==> config.mk <==
export PLATFORM = sky130hd
export DESIGN_NAME = bpsk_mod
export DESIGN_NICKNAME = d
export VERILOG_FILES = /design/src/rtl/bpsk_pkg.sv /design/src/rtl/bpsk_sine_lut.sv /design/src/rtl/bpsk_mod.sv
export SDC_FILE = /design/constraint.sdc
export NUM_CORES = 1
export LEC_CHECK = 0
export BUFFER_PORTS_ARGS = -buffer_cell sky130_fd_sc_hd__buf_2
export CAP_MARGIN = 20
export CELL_PAD_IN_SITES_DETAIL_PLACEMENT = 0
export CELL_PAD_IN_SITES_GLOBAL_PLACEMENT = 2
export CORE_MARGIN = 2
export CORE_UTILIZATION = 33
export DETAILED_ROUTE_END_ITERATION = 10
export PLACE_DENSITY_LB_ADDON = 0.1
export SLEW_MARGIN = 20
export SYNTH_ARGS = -nofsm -noshare
export SYNTH_HDL_FRONTEND = slang
export SYNTH_SLANG_ARGS = --single-unit
==> constraint.sdc <==
create_clock -name clk -period 3.8 [get_ports clk]
set_clock_uncertainty 0.05 [all_clocks]
set_input_delay 0.19 -clock clk [delete_from_list [all_inputs] [get_ports clk]]
set_output_delay 0.19 -clock clk [all_outputs]
set_load 0.02 [all_outputs]
==> src/rtl/bpsk_pkg.sv <==
// Shared constants, state type and quarter-wave table generator for the BPSK modulator.
package bpsk_pkg;

    localparam int ACC_W_DEF = 32;
    localparam int IDX_W_DEF = 10;
    localparam int DAC_W_DEF = 10;
    localparam int SYM_W_DEF = 16;

    localparam int DAC_MID = 512;
    localparam int AMP     = 511;

    typedef enum logic {
        IDLE = 1'b0,
        RUN  = 1'b1
    } state_e;

    // round(amp * sin(i * pi / (2 * qn))) in Q30 fixed point, Taylor series to x^13.
    function automatic int quarter_sine(input int i, input int qn, input int amp);
        longint x;
        longint x2;
        longint term;
        longint s;
        x    = (longint'(i) * 64'sd3373259426) / longint'(2 * qn);
        x2   = (x * x) >>> 30;
        term = x;
        s    = x;
        for (int k = 1; k <= 6; k++) begin
            term = -((term * x2) >>> 30) / longint'((2 * k) * (2 * k + 1));
            s    = s + term;
        end
        return int'((s * longint'(amp) + 64'sd536870912) >>> 30);
    endfunction

endpackage

==> src/rtl/bpsk_sine_lut.sv <==
// Quarter-wave sine ROM with quadrant folding; registered signed output (pipeline stage 1).
module bpsk_sine_lut
    import bpsk_pkg::*;
#(
    parameter int IDX_W = IDX_W_DEF,
    parameter int DAC_W = DAC_W_DEF
) (
    input  logic                    clk,
    input  logic                    rst_n,
    input  logic                    en,
    input  logic [IDX_W-1:0]        idx_i,
    output logic signed [DAC_W-1:0] sample_o
);

    localparam int QN = 2 ** (IDX_W - 2);

    logic [DAC_W-2:0] rom [QN];

    for (genvar g = 0; g < QN; g++) begin : g_rom
        localparam int V = quarter_sine(g, QN, AMP);
        assign rom[g] = (DAC_W-1)'(V);
    end

    logic [1:0]              quad;
    logic [IDX_W-3:0]        addr;
    logic [IDX_W-3:0]        addr_m;
    logic [DAC_W-2:0]        mag;
    logic signed [DAC_W-1:0] mag_s;
    logic signed [DAC_W-1:0] sample_d;
    logic signed [DAC_W-1:0] sample_q;

    // Odd quadrants read the table mirrored; their first point is the peak, which the table lacks.
    always_comb begin
        quad   = idx_i[IDX_W-1 -: 2];
        addr   = idx_i[IDX_W-3:0];
        addr_m = quad[0] ? ('0 - addr) : addr;
        mag    = rom[addr_m];
        if (quad[0] && (addr == '0)) begin
            mag = (DAC_W-1)'(AMP);
        end
        mag_s    = signed'({1'b0, mag});
        sample_d = quad[1] ? -mag_s : mag_s;
    end

    always_ff @(posedge clk) begin
        if (!rst_n) begin
            sample_q <= '0;
        end else if (en) begin
            sample_q <= sample_d;
        end
    end

    assign sample_o = sample_q;

endmodule

==> src/rtl/bpsk_mod.sv <==
// BPSK modulator: serial bits over valid/ready, phase-continuous DDS carrier, offset-binary DAC code.
// Optional differential encoding with in_last frame marker: define BPSK_MOD_DIFF_ENC_EN.
module bpsk_mod
    import bpsk_pkg::*;
#(
    parameter int ACC_W = ACC_W_DEF,
    parameter int IDX_W = IDX_W_DEF,
    parameter int DAC_W = DAC_W_DEF,
    parameter int SYM_W = SYM_W_DEF
) (
    input  logic             clk,
    input  logic             rst_n,
    input  logic             en,
    input  logic [ACC_W-1:0] fcw,
    input  logic [SYM_W-1:0] sym_len,
    input  logic             bit_valid,
    input  logic             bit_data,
`ifdef BPSK_MOD_DIFF_ENC_EN
    input  logic             in_last,
`endif
    output logic             bit_ready,
    output logic [DAC_W-1:0] dac_data,
    output logic             sym_strobe,
    output logic             busy,
    output logic             underflow
);

    // Handshake: a bit transfers on a rising clk where bit_valid and bit_ready are both high;
    // bit_ready only rises in IDLE or on the last cycle of a symbol, and never while en is low.

    state_e           state_q, state_d;
    logic [ACC_W-1:0] acc_q, acc_d;
    logic [SYM_W-1:0] cnt_q, cnt_d;
    logic [SYM_W-1:0] len_q, len_d;
    logic             flip_q, flip_d;
    logic             uf_q, uf_d;
    logic             first_q, first_d;
    logic             ready_c;
    logic             load;
    logic             frame_start;
    logic             flip_new;
`ifdef BPSK_MOD_DIFF_ENC_EN
    logic             d_q, d_d;
    logic             last_q, last_d;
`endif

    logic                    gate1_q;
    logic                    strobe1_q;
    logic [DAC_W-1:0]        dac_q;
    logic                    strobe2_q;
    logic [IDX_W-1:0]        idx;
    logic signed [DAC_W-1:0] sample;

    always_comb begin
        acc_d       = acc_q + fcw;
        state_d     = state_q;
        cnt_d       = cnt_q;
        len_d       = len_q;
        flip_d      = flip_q;
        uf_d        = uf_q;
        first_d     = 1'b0;
        ready_c     = 1'b0;
        load        = 1'b0;
        frame_start = 1'b0;
`ifdef BPSK_MOD_DIFF_ENC_EN
        d_d         = d_q;
        last_d      = last_q;
`endif
        case (state_q)
            IDLE: begin
                ready_c = en & rst_n;
                if (bit_valid && ready_c) begin
                    load        = 1'b1;
                    frame_start = 1'b1;
                    state_d     = RUN;
                    len_d       = (sym_len < SYM_W'(2)) ? SYM_W'(2) : sym_len;
                end
            end
            RUN: begin
                cnt_d = cnt_q + SYM_W'(1);
                if (cnt_q == len_q - SYM_W'(1)) begin
                    ready_c = en & rst_n;
                    if (bit_valid) begin
                        load = 1'b1;
                    end else begin
                        state_d = IDLE;
`ifdef BPSK_MOD_DIFF_ENC_EN
                        if (!last_q) begin
                            uf_d = 1'b1;
                        end
`else
                        uf_d = 1'b1;
`endif
                    end
                end
            end
            default: state_d = IDLE;
        endcase

`ifdef BPSK_MOD_DIFF_ENC_EN
        flip_new = (frame_start ? 1'b0 : d_q) ^ bit_data;
`else
        flip_new = bit_data;
`endif
        if (load) begin
            cnt_d   = '0;
            first_d = 1'b1;
            flip_d  = flip_new;
`ifdef BPSK_MOD_DIFF_ENC_EN
            d_d     = flip_new;
            last_d  = in_last;
`endif
        end
    end

    always_ff @(posedge clk) begin
        if (!rst_n) begin
            state_q <= IDLE;
            acc_q   <= '0;
            cnt_q   <= '0;
            len_q   <= '0;
            flip_q  <= 1'b0;
            uf_q    <= 1'b0;
            first_q <= 1'b0;
`ifdef BPSK_MOD_DIFF_ENC_EN
            d_q     <= 1'b0;
            last_q  <= 1'b0;
`endif
        end else if (en) begin
            state_q <= state_d;
            acc_q   <= acc_d;
            cnt_q   <= cnt_d;
            len_q   <= len_d;
            flip_q  <= flip_d;
            uf_q    <= uf_d;
            first_q <= first_d;
`ifdef BPSK_MOD_DIFF_ENC_EN
            d_q     <= d_d;
            last_q  <= last_d;
`endif
        end
    end

    // Bit 1 rotates the carrier by half a turn: toggle the MSB of the phase index.
    assign idx = acc_q[ACC_W-1 -: IDX_W] ^ {flip_q, {(IDX_W-1){1'b0}}};

    bpsk_sine_lut #(
        .IDX_W (IDX_W),
        .DAC_W (DAC_W)
    ) u_lut (
        .clk      (clk),
        .rst_n    (rst_n),
        .en       (en),
        .idx_i    (idx),
        .sample_o (sample)
    );

    always_ff @(posedge clk) begin
        if (!rst_n) begin
            gate1_q   <= 1'b0;
            strobe1_q <= 1'b0;
            dac_q     <= DAC_W'(DAC_MID);
            strobe2_q <= 1'b0;
        end else if (en) begin
            gate1_q   <= (state_q == RUN);
            strobe1_q <= first_q;
            dac_q     <= gate1_q ? ($unsigned(sample) + DAC_W'(DAC_MID)) : DAC_W'(DAC_MID);
            strobe2_q <= strobe1_q;
        end
    end

    assign bit_ready  = ready_c;
    assign dac_data   = dac_q;
    assign sym_strobe = strobe2_q;
    assign busy       = (state_q == RUN);
    assign underflow  = uf_q;

endmodule

==> results of run 1 <==
[sequential cells by signal, summed over array words and instances, names as in the netlist, 10 cells and up]
register	cells
u_lut.sample_o	10
acc_q	32
len_q	16
dac_data	10
cnt_q	16
[where the power goes]
part | internal (mW) | leakage (nW) | switching, mW | total (mW)
Combinational | 1.48 | 3.23 | 2.12 | 3.60
Sequential | 1.05 | 0.744 | 0.0871 | 1.14
Clock | 0.530 | 0.145 | 0.425 | 0.955
[synthesized netlist by cell type, types with 5 or more instances]
| library cell | number | area share |
|---|---|---|
| nand2_1 | 112 | 0.048 |
| nor2_1 | 111 | 0.048 |
| dfxtp_1 | 91 | 0.21 |
| a21oi_1 | 84 | 0.048 |
| o21ai_0 | 55 | 0.032 |
| clkbuf_1 | 49 | 0.021 |
| ha_1 | 43 | 0.062 |
| xnor2_1 | 41 | 0.041 |
| nand3_1 | 40 | 0.023 |
| xor2_1 | 33 | 0.033 |
| buf_2 | 29 | 0.017 |
| mux2i_1 | 28 | 0.032 |
| nor3_1 | 28 | 0.016 |
| a211oi_1 | 26 | 0.022 |
| inv_1 | 25 | 0.011 |
| a21o_1 | 24 | 0.021 |
| nor2b_1 | 21 | 0.015 |
| a31oi_1 | 20 | 0.014 |
| o211ai_1 | 20 | 0.017 |
| a22oi_1 | 18 | 0.016 |
| and3_1 | 16 | 0.011 |
| nor4_1 | 12 | 0.0086 |
| o21a_1 | 12 | 0.010 |
| nand4_1 | 11 | 0.0079 |
| a221oi_1 | 10 | 0.010 |
| buf_1 | 10 | 0.0043 |
| nand2b_1 | 10 | 0.0072 |
| o2111ai_1 | 9 | 0.0090 |
| o21ai_1 | 9 | 0.0052 |
| a211o_1 | 8 | 0.0080 |
| a311oi_1 | 8 | 0.0080 |
| nor3b_1 | 7 | 0.0060 |
| or3_1 | 7 | 0.0050 |
| a2111oi_0 | 6 | 0.0060 |
| and2_1 | 6 | 0.0043 |
| a21boi_0 | 5 | 0.0043 |
| a311o_1 | 5 | 0.0057 |
| and4_1 | 5 | 0.0050 |
| o21bai_1 | 5 | 0.0043 |
| o31ai_1 | 5 | 0.0043 |
[area by class of cell]
class	instances	area, µm²	area share
Sequential cell	91	1830	0.180
Timing Repair Buffer	147	1010	0.0999
Inverter	28	109	0.0107
Clock inverter	5	61.3	0.00605
Tap cell	335	419	0.0413
Multi-Input combinational cell	948	6470	0.638
Clock buffer	10	239	0.0236
[worst max-delay path: stages (launching register included)]
cell and delay, ns:
dfxtp_1 0.45, buf_4 0.18, nor2b_1 0.35, xnor2_4 0.20, inv_2 0.17, nor2_1 0.37, mux2i_1 0.14, a221oi_1 0.31
a2111oi_2 0.11, buf_4 0.16, a311o_2 0.42, and3_1 0.22, a311o_1 0.31, o211ai_1 0.09
[cells by family after synthesis]
group	Yosys count	synth area share
and+or+nand+nor	409	0.229
xor gates and xnor gates	79	0.0852
buffers and inverters	124	0.0628
muxes	33	0.0399
adders and majority gates	44	0.0641
DFF	91	0.209
AOI/OAI and AO/OA	383	0.310
[final timing paths]
check                       to               from  slack, ns  depth (start not counted)
max          u_lut.sample_o[8]          acc_q[30]       0.19                         13
min                  len_q[13]        sym_len[13]       0.04                          3
max reg2reg  u_lut.sample_o[8]          acc_q[30]       0.19                         13
min reg2reg  u_lut.sample_o[0]  u_lut.sample_o[0]       0.42                          2
[metal layers]
layer,GRT usage,vias to the layer above,wire (µm)
li1,-,4446,-
met1,0.308,4254,14300
met2,0.346,239,14000
met3,0.0356,39,1500
met4,0.0540,0,554
met5,0,-,0
[what timing repair did]
action,CTS,global route
setup endpoints to repair,7,9
pin swaps,1,0
cloned,0,0
resized for setup,4,20
buffers inserted,2,1
==> run_results.csv, run 1 <==
group,metric,value,unit
outcome,status,"completed",
route,wl,30400,µm
cells_and_area,final_cells,1564,
cells_and_area,area_growth,16.4,%
placement,io_buffers,66,
cells_and_area,num_antenna_cells,0,
cts,holdBufCountCts,0,
synthesis,ys_types,96,
die,coreArea,26000,µm²
setup_path,cp_data_arrival_time,3.83,ns
synthesis,synth_nets,1260,
timing,max_freq,277,MHz
die,die_height,166,µm
setup_path,path_class,"reg2reg",
timing,setup_tns,0,ns
setup_path,worstPathRequired,4.02,ns
cells_and_area,layout_common_cells,"nand2_1, nor2_1, dfxtp_1",
synthesis,syn_area,8710,µm²
grt,grt_pass1_vias,8641,
grt,antenna_found_initial,0,
cells_and_area,layout_commonest_cell,"nand2_1",
cells_and_area,nFillCells,2799,
power_and_ir_drop,power_density,561,nW/µm²
cts,numCtsBuffers,9,
placement,place_congestion,0.859,
timing,period_share,0.950,
synthesis,synth_edf_count,0,
timing,tightest_slew,0.752,ns
route,ant_nets,0,
route,routedWlPerCell,19.4,µm
synthesis,postSynthCellCount,1163,
timing,worst_slack,0.191,ns
synthesis,avgSynthCellArea,7.49,µm²
route,via_count,8978,
synthesis,async_flop_share,0,
timing,final-hold-violation-count,0,
route,drt-initial-drc-count,594,
run,cap_violations,0,
synthesis,yosys_warnings,0,
timing,grt_setup_unrepaired,"yes",
die,rows,59,
timing,final-setup-viol-count,0,
cts,cts_tree,"built",
placement,dp_cells,1546,
power_and_ir_drop,leakagePower,4.12,nW
timing,finalHoldWorstSlack,0.0369,ns
cts,path_clk_slew,0.07,ns
timing,slew_viol_final,0,
cells_and_area,final_util,0.390,
power_and_ir_drop,vdd_drop_max,0.000202,V
power_and_ir_drop,power,5.69,mW
placement,post-dp-hpwl,22700,µm
grt,track_usage,0.218,
grt,overflow,0,
cells_and_area,fin_area,10100,µm²
cts,ctsRootBufferMaster,"clkbuf_16",
die,start_util,0.335,
timing,finalCriticalPeriod,3.61,ns
cts,cts_sinks,91,
route,dr.pass1.iters,5,
cells_and_area,drive_above_1_share,0.178,
synthesis,ys_ff_latch,91,
die,dieArea,27700,µm²
worst_hold_path,hold_class,"in2reg",
cts,clockBufferDepth,2,
grt,grt_pass1_wl,49100,µm
setup_path,critical_path.startpoint_type,"flop",
route,avgViaCountPerCell,5.74,
placement,place_area,9730,µm²
setup_path,endpoint_kind,"flop",
die,die_width,166,µm
placement,dpl_worst_slack,-0.171,ns
cts,htree_num_levels,3,
synthesis,seq_area_frac_synth,0.209,
timing,max_slew_margin,0.498,
route,post-route-drc-count,0,
grt,grt_max_degree,48,
setup_path,worstPathMaxFanout,12,
synthesis,yosys_most_used_dff,"dfxtp_1",
cells_and_area,num-nets-final,1322,
die,ios,67,
cts,clock_latency,0.35,ns
Note: power is estimated with default switching activity, not from simulation.
==> inputs of run 2 (changes only) <==
CELL_PAD_IN_SITES_GLOBAL_PLACEMENT = 1   (was 2)
CORE_UTILIZATION = 41   (was 33)
SYNTH_HIERARCHICAL = 1   (was unset)
==> run_results.csv, run 2 <==
group,metric,value,unit
synthesis,synth_most_common_cell,"nand2_1",
die,coreArea,21600,µm²
die,die_width,152,µm
synthesis,yosys_most_used_dff,"dfxtp_1",
route,drt-initial-drc-count,683,
synthesis,avgSynthCellArea,7.28,µm²
timing,setup_tns,0,ns
cells_and_area,layout_commonest_cell,"nand2_1",
setup_path,worstPathMaxFanout,16,
grt,grt_pass1_wl,47600,µm
cells_and_area,largestRegisters,"acc_q x32, cnt_q x16, len_q x16",
timing,tightest_slew,0.882,ns
cells_and_area,fin_area,10600,µm²
grt,antenna_found_initial,0,
timing,max_freq,272,MHz
cells_and_area,drive_above_1_share,0.193,
timing,period_share,0.966,
synthesis,syn_area,8950,µm²
cells_and_area,area_growth,18.8,%
timing,finalCriticalPeriod,3.67,ns
placement,place_congestion,0.981,
cells_and_area,num_antenna_cells,0,
cts,cts_tree,"built",
timing,worst_slack,0.128,ns
setup_path,worstPathRequired,4.02,ns
grt,grt_pass1_vias,8835,
power_and_ir_drop,intPower,3.05,mW
cells_and_area,largest_reg_flops,32,
die,ios,67,
synthesis,ys_ff_latch,91,
grt,grt_max_degree,54,
outcome,status,"completed",
power_and_ir_drop,vdd_drop_max,0.000219,V
synthesis,ys_types,98,
setup_path,cp_data_arrival_time,3.89,ns
synthesis,synth_nets,1326,
power_and_ir_drop,p_sw_frac,0.460,
cts,numCtsBuffers,9,
worst_hold_path,hold_class,"in2reg",
setup_path,endpoint_kind,"flop",
cells_and_area,layout_common_cells,"nand2_1, nor2_1, buf_4",
placement,dp_cells,1588,
grt,overflow,0,
run,cap_violations,0,
route,dr.pass1.iters,5,
cells_and_area,max_flop_register,"acc_q",
route,avgViaCountPerCell,6.05,
power_and_ir_drop,leakagePower,4.25,nW
cts,cts_sinks,91,
timing,max_slew_margin,0.409,
synthesis,seq_area_frac_synth,0.204,
timing,final-setup-viol-count,0,
power_and_ir_drop,power_density,531,nW/µm²
route,routedWlPerCell,18.6,µm
synthesis,yosys_warnings,6,
cts,clockBufferDepth,2,
cells_and_area,nFillCells,2233,
placement,dpl_worst_slack,-0.0722,ns
synthesis,synth_area_leaders,"dfxtp_1, ha_1, nand2_1",
cts,clock_latency,0.36,ns
cts,ctsRootBufferMaster,"clkbuf_16",
timing,finalHoldWorstSlack,0.0362,ns
synthesis,yosys-top-cells-count,"nand2_1, nor2_1, a21oi_1",
setup_path,path_class,"reg2reg",
placement,place_area,10200,µm²
cts,path_clk_slew,0.08,ns
route,via_count,9766,
die,die_height,152,µm
placement,post-dp-hpwl,22800,µm
grt,track_usage,0.259,
synthesis,postSynthCellCount,1229,
die,start_util,0.414,
route,ant_nets,0,
route,post-route-drc-count,0,
cells_and_area,final_cells,1613,
synthesis,async_flop_share,0,
synthesis,synth_edf_count,0,
die,rows,54,
timing,final-hold-violation-count,0,
route,wl,30000,µm
power_and_ir_drop,p_comb_frac,0.640,
power_and_ir_drop,p_seq_frac,0.204,
power_and_ir_drop,power.switching,2.59,mW
power_and_ir_drop,clock_power_share,0.157,
power_and_ir_drop,power,5.64,mW
setup_path,critical_path.startpoint_type,"flop",
cells_and_area,num-nets-final,1425,
synthesis,synth_top_area_frac,0.204,
cts,htree_num_levels,3,
placement,io_buffers,66,
timing,slew_viol_final,0,
die,dieArea,23000,µm²
synthesis,synth_top_area_cell,"dfxtp_1",
cells_and_area,final_util,0.492,
-- run 2: path summary, 6_finish.rpt --
kind / cells past startpoint / slack, ns / end / from
worst max-delay path: 13 / 0.13 / u_lut/sample_o[8] / acc_q[22]
worst min-delay path: 3 / 0.04 / len_q[9] / sym_len[9]
worst max register to register: 13 / 0.13 / u_lut/sample_o[8] / acc_q[22]
worst min register to register: 2 / 0.42 / acc_q[8] / acc_q[8]
-- run 2: what timing repair did --
item,CTS,global route
setup endpoints to repair,1,8
pin swaps,0,12
gates resized for setup,1,27
hold buffers,0,0
setup buffers,0,9
-- run 2: cells by family after synthesis --
| logic type | count (synthesis) | synth area share |
|---|---|---|
| simple gates | 460 | 0.260 |
| compound gates | 420 | 0.320 |
| buf+inv | 125 | 0.0605 |
| flops | 91 | 0.204 |
| xor+xnor | 62 | 0.0607 |
| fa+ha+maj | 44 | 0.0624 |
| mux | 27 | 0.0323 |
-- run 2: power groups by stage --
stage               clock network [mW]  logic, mW  registers, mW
detailed placement                   0       3.38           1.17
CTS                              0.912       3.40           1.15
finish                           0.883       3.61           1.15
floorplan                            0       2.25           1.13
global route                     0.949       3.90           1.17
global placement                     0       3.40           1.17
-- run 2: area by class of cell --
type                       instances  area (µm²)  share of cell area
multi-input combinational       1013        6760               0.636
sequential                        91        1830               0.172
tap                              280         350              0.0329
clock buffer                      10         229              0.0215
timing repair buffer             178        1270               0.120
inverter                          35         144              0.0135
clock inverter                     6        50.0             0.00471
-- run 2: per-layer routing --
| layer | track usage | up-vias | wire length [µm] |
|---|---|---|---|
| li1 | - | 4811 | - |
| met2 | 0.416 | 324 | 13700 |
| met3 | 0.0428 | 53 | 1660 |
| met4 | 0.0843 | 0 | 920 |
| met5 | 0 | - | 0 |
| met1 | 0.354 | 4578 | 13700 |
-- run 2: critical path: stages (launching register included) --
cell      delay (ns)
dfxtp_4         0.39
clkinv_8        0.05
ha_4            0.17
buf_4           0.19
or4bb_1         0.49
o211ai_1        0.26
nor2_2          0.13
o31ai_4         0.23
a221oi_1        0.12
or4_4           0.56
nor3b_4         0.22
nand3_2         0.13
or3_1           0.37
o311ai_1        0.22
